[config.mk]
export PLATFORM = sky130hd
export DESIGN_NAME = shift_reg_seq
export DESIGN_NICKNAME = d
export VERILOG_FILES = /design/src/rtl/shift_pkg.sv /design/src/rtl/shift_step.sv /design/src/rtl/shift_reg_seq.sv
export SDC_FILE = /design/constraint.sdc
export NUM_CORES = 1
export LEC_CHECK = 0
export ABC_CLOCK_PERIOD_IN_PS = 2100
export BUFFER_PORTS_ARGS = -buffer_cell sky130_fd_sc_hd__buf_2
export CORE_ASPECT_RATIO = 1.4
export CORE_MARGIN = 1
export CORE_UTILIZATION = 50
export DETAILED_ROUTE_END_ITERATION = 8
export GPL_TIMING_DRIVEN = 0
export PLACE_DENSITY = 0.81
export SLEW_MARGIN = 0
export SYNTH_ARGS = -nofsm -noshare
export SYNTH_HDL_FRONTEND = slang
export SYNTH_SLANG_ARGS = --single-unit
export TNS_END_PERCENT = 30
[constraint.sdc]
create_clock -name clk -period 2.1 [get_ports clk]
set_input_delay 0.21 -clock clk [delete_from_list [all_inputs] [get_ports clk]]
set_output_delay 0.21 -clock clk [all_outputs]
set_load 0.03 [all_outputs]
[src/rtl/shift_pkg.sv]
// Shared encodings for the sequenced shift register: fill kinds, directions
// and the command FSM states.
package shift_pkg;

   localparam logic [1:0] KIND_LOGIC = 2'd0;
   localparam logic [1:0] KIND_ARITH = 2'd1;
   localparam logic [1:0] KIND_ROT   = 2'd2;
   localparam logic [1:0] KIND_SER   = 2'd3;

   localparam logic DIR_RIGHT = 1'b0;
   localparam logic DIR_LEFT  = 1'b1;

   typedef enum logic {
      ST_IDLE  = 1'b0,
      ST_SHIFT = 1'b1
   } state_t;

endpackage

[src/rtl/shift_step.sv]
// Combinational single-position shifter: one step in the given direction with
// the selected fill, plus the bit that falls off the end.
module shift_step
   import shift_pkg::*;
#(
   parameter int WIDTH = 8
) (
   input  logic [WIDTH-1:0] q,
   input  logic             dir,
   input  logic [1:0]       kind,
   input  logic             ser_in,
   output logic [WIDTH-1:0] q_next,
   output logic             out_bit
);

   logic fill;

   always_comb begin
      fill    = 1'b0;
      q_next  = q;
      out_bit = 1'b0;
      if (dir == DIR_RIGHT) begin
         out_bit = q[0];
         case (kind)
            KIND_ARITH: fill = q[WIDTH-1];
            KIND_ROT:   fill = q[0];
            KIND_SER:   fill = ser_in;
            default:    fill = 1'b0;
         endcase
         q_next = {fill, q[WIDTH-1:1]};
      end else begin
         out_bit = q[WIDTH-1];
         // arithmetic left is identical to logical left
         case (kind)
            KIND_ROT: fill = q[WIDTH-1];
            KIND_SER: fill = ser_in;
            default:  fill = 1'b0;
         endcase
         q_next = {q[WIDTH-2:0], fill};
      end
   end

endmodule

[src/rtl/shift_reg_seq.sv]
// Sequenced shift register: a start command performs amt single-position
// shifts, one per enabled cycle, then pulses done.
module shift_reg_seq
   import shift_pkg::*;
#(
   parameter int WIDTH = 8,
   parameter int AMT_W = $clog2(WIDTH) + 2
) (
   input  logic             clk,
   input  logic             areset_n,
   input  logic             load,
   input  logic [WIDTH-1:0] data,
   input  logic             start,
   input  logic             dir,
   input  logic [1:0]       kind,
   input  logic [AMT_W-1:0] amt,
   input  logic             ser_in,
   input  logic             ena,
   output logic [WIDTH-1:0] q,
   output logic             ser_out,
   output logic             busy,
   output logic             done
);

   state_t           state, state_n;
   logic [AMT_W-1:0] cnt, cnt_n;
   logic [WIDTH-1:0] q_n, step_q;
   logic             ser_out_n, done_n, step_out;
   logic             dir_r, dir_n;
   logic [1:0]       kind_r, kind_n;

   shift_step #(.WIDTH(WIDTH)) u_step (
      .q       (q),
      .dir     (dir_r),
      .kind    (kind_r),
      .ser_in  (ser_in),
      .q_next  (step_q),
      .out_bit (step_out)
   );

   always_ff @(posedge clk or negedge areset_n) begin
      if (!areset_n) begin
         state   <= ST_IDLE;
         cnt     <= '0;
         q       <= '0;
         ser_out <= 1'b0;
         done    <= 1'b0;
         dir_r   <= DIR_RIGHT;
         kind_r  <= KIND_LOGIC;
      end else begin
         state   <= state_n;
         cnt     <= cnt_n;
         q       <= q_n;
         ser_out <= ser_out_n;
         done    <= done_n;
         dir_r   <= dir_n;
         kind_r  <= kind_n;
      end
   end

   always_comb begin
      state_n   = state;
      cnt_n     = cnt;
      q_n       = q;
      ser_out_n = ser_out;
      done_n    = 1'b0;
      dir_n     = dir_r;
      kind_n    = kind_r;
      // load wins in both states; in SHIFT it aborts without a done pulse
      if (load) begin
         q_n     = data;
         cnt_n   = '0;
         state_n = ST_IDLE;
      end else begin
         case (state)
            ST_IDLE: begin
               if (start) begin
                  if (amt != '0) begin
                     dir_n   = dir;
                     kind_n  = kind;
                     cnt_n   = amt;
                     state_n = ST_SHIFT;
                  end else begin
                     done_n = 1'b1;
                  end
               end
            end
            ST_SHIFT: begin
               if (ena) begin
                  q_n       = step_q;
                  ser_out_n = step_out;
                  cnt_n     = cnt - AMT_W'(1);
                  if (cnt == AMT_W'(1)) begin
                     state_n = ST_IDLE;
                     done_n  = 1'b1;
                  end
               end
            end
            default: state_n = ST_IDLE;
         endcase
      end
   end

   assign busy = (state == ST_SHIFT);

endmodule

==> metrics <==
Top Usage Layer GRT met2; initial DRC count 19; fin crit period 1.79 ns; Seq cells post-synth 19; main flop type after synthesis dfrtp_1; GRT Total Usage 23.7%; postcts setup bufs 0; total inserted antenna cells 0; CTS tree done; M2 GR Usage 45.7%; Max IR drop VDD 0.411 mV; worst-skew pair later-pin latency 0.30 ns; critical path startpoint category flip-flop; Peak Freq 0.559 GHz; Slew Limit Fails 0; WS Path Type reg2reg; Post-Syn Area 1140 µm²; Max-Cap Viols 0; placed inst area 1330 µm²; Worst Path Required 2.31 ns; Tcrit/Tclk final 85.2%; Placed Cells 178; crit path DAT 2.00 ns; Seq pwr share 48.7%; detailed placer's ending HPWL 2.04 mm; largest family of logic cells by synthesized area simple AND/OR/NAND/NOR gates; Slew @ Worst Pin 0.702 ns; Routed WL 2.66 mm; DRC viols 0; share of cells above drive strength 1 29.2%; critical path peak fanout 8; share of total power in the clock network 19.7%; Clock Skew 0.00195 ns; Top Ports 33; Worst R2R Path Depth 6; Mapped Avg Cell Area 9.14 µm²; Util after Layout 63.3%; adder-cell area share of the yosys netlist 2.19%; largest net degree at the start of global routing 20; CP endpoint kind flip-flop; Comb pwr share 31.6%; RePlAce Congestion 0.793; Synth Area in Simple Gates 19.3%; via/cell ratio 5.92; Die Width 42.4 µm; grt ovf 0; Int Power 0.000608 W; relative slew slack 52.6%; post-synth top area share 41.6%; FF-to-FF End cnt[1]$_DFFE_PN0P_; Final ANT Viol Nets 0; die height 58.6 µm; Synth Area in Compound Gates 18.2%; site row count 20; vias in the first global route 1,038; r2r startpoint busy$_DFF_PN0_; leading area contributor after synthesis dfrtp_1; cell count after synthesis 125; Core Area 2150 µm²; Hold Vio Cnt, Final 0; Worst Hold Class in2reg; GR met3 Demand/Resource 1.84%; Hold Startpoint data[3]; clock root buffer clkbuf_4; Switch Pwr 0.000338 W; Area growth, synth to finish 19.3%; Clock Pin Slew Worst Setup and Hold Paths 0.10 ns; register area share after synthesis 41.6%; Global Route met1 Usage 26.3%; CTS sink count 19; CTS resizes 0; Yosys Warn Count 0; XOR/XNOR share of the synthesized area 0%; fin cells 183; clock buffer depth 2; Final TNS setup 0 ns; mux contribution to synthesized area 13.7%; routed len/inst 14.5 µm; nets 186; r2r setup slk 0.31 ns; most area-consuming cells after synthesis dfrtp_1 (42%), mux2i_1 (8.8%), a21oi_1 (6.1%); total clock buffers created by CTS 3; FFs w/ async S/R, synth 100%; hold depth 3; vias post-DR 1,084; port bufs 31; final cell area excluding filler cells 1360 µm²; Sw Share 35.7%; Post-synth EDFFs 0; Cell Pwr Density 694 nW/µm²; leakage power 0.639 nW; Post-CTS Hold Fix Bufs 1; DIE AREA 2480 µm²; drt first pass iters 4; status finished, final reports clean; syn_nets 149; initial antenna violation count 0; Netlist cell types 34; # H-tree levels 1; Initial Utilization 53.1%; Hold Path End q[3]$_DFFE_PN0P_; Final setup viols 0; RSZ-0062 raised after global routing false; fillcell total 190; first-pass GRT wire length 4.53 mm
[layout by cell type (no fill, tap or decap), drive strengths merged, types with 2 or more instances in the layout]
cell	count
buf	34
dfrtp	19
a21oi	14
nand2	13
nor2	12
mux2i	10
o21ai	10
clkbuf	8
inv	5
mux2	5
nor3b	3
nor3	2
nand3	2
nand3b	2
a31oi	2
ha	2
or3	2
[per-layer routing]
metal,wire length [µm],vias up
met2,1460,34
li1,-,517
met5,0,-
met1,1050,528
met4,42,0
met3,105,5
[worst max path at each step]
stage	depth (start not counted)	from	endpoint	slack, ns
2_1_floorplan	6	busy$_DFF_PN0_	cnt[1]$_DFFE_PN0P_	0.40
3_3_place_gp	6	busy$_DFF_PN0_	cnt[1]$_DFFE_PN0P_	0.39
3_5_place_dp	6	busy$_DFF_PN0_	cnt[1]$_DFFE_PN0P_	0.35
4_1_cts	6	busy$_DFF_PN0_	cnt[1]$_DFFE_PN0P_	0.31
5_1_grt	6	busy$_DFF_PN0_	cnt[1]$_DFFE_PN0P_	0.18
6_report	6	busy$_DFF_PN0_	cnt[1]$_DFFE_PN0P_	0.31
[per-stage QoR]
| stage | setup slack, ns | power (W) | hold slack, ns |
|---|---|---|---|
| 2_1_floorplan | 0.403 | 0.000667 | -0.0856 |
| 3_3_place_gp | 0.389 | 0.000752 | 0.170 |
| 3_5_place_dp | 0.351 | 0.000765 | 0.175 |
| 4_1_cts | 0.309 | 0.000955 | 0.105 |
| 5_1_grt | 0.182 | 0.00100 | 0.101 |
| 6_report | 0.311 | 0.000945 | 0.111 |
[cell type report]
cell class	instances	area, µm²	share of cell area [%]
timing repair buffer	32	165	12.1
multi-input combinational	93	609	44.7
buffer	8	38.8	2.85
clock inverter	1	5.00	0.367
sequential	19	475	34.9
tap	22	27.5	2.02
clock buffer	3	22.5	1.65
inverter	5	18.8	1.38
[state kept, by name, summed over array words and instances, names as in the netlist]
signal and cells:
busy 1, done 1, kind_r 2, cnt 5, ser_out 1, q 8
dir_r 1
[critical path, stage by stage, from the launching register on]
cell and delay, ns:
dfrtp_1 0.40, buf_6 0.14, and2_2 0.16, clkbuf_1 0.21, o41ai_4 0.45, nor2_1 0.10, a211oi_1 0.24
[power by group through the flow]
stage          sequential (W)  clock [W]  combinational, W
2_1_floorplan        0.000503          0          0.000164
3_3_place_gp         0.000463          0          0.000288
3_5_place_dp         0.000468          0          0.000297
4_1_cts              0.000460   0.000194          0.000300
5_1_grt              0.000469   0.000207          0.000328
6_report             0.000461   0.000186          0.000298
[logic make-up after synthesis]
| group | Yosys count |
|---|---|
| mux | 15 |
| buf+inv | 13 |
| simple gates | 43 |
| flops | 19 |
| fa+ha+maj | 2 |
| compound gates | 33 |
[synthesized netlist by cell type, types with 2 or more instances]
library cell  instances
dfrtp_1              19
a21oi_1              14
nand2_1              13
nor2_1               12
mux2i_1              10
o21ai_0              10
clkbuf_1              5
inv_1                 5
mux2_2                5
nor3b_1               3
a31oi_1               2
ha_1                  2
nand3_1               2
nand3b_1              2
nor3_1                2
No activity file was read; power rests on OpenSTA's default activity.
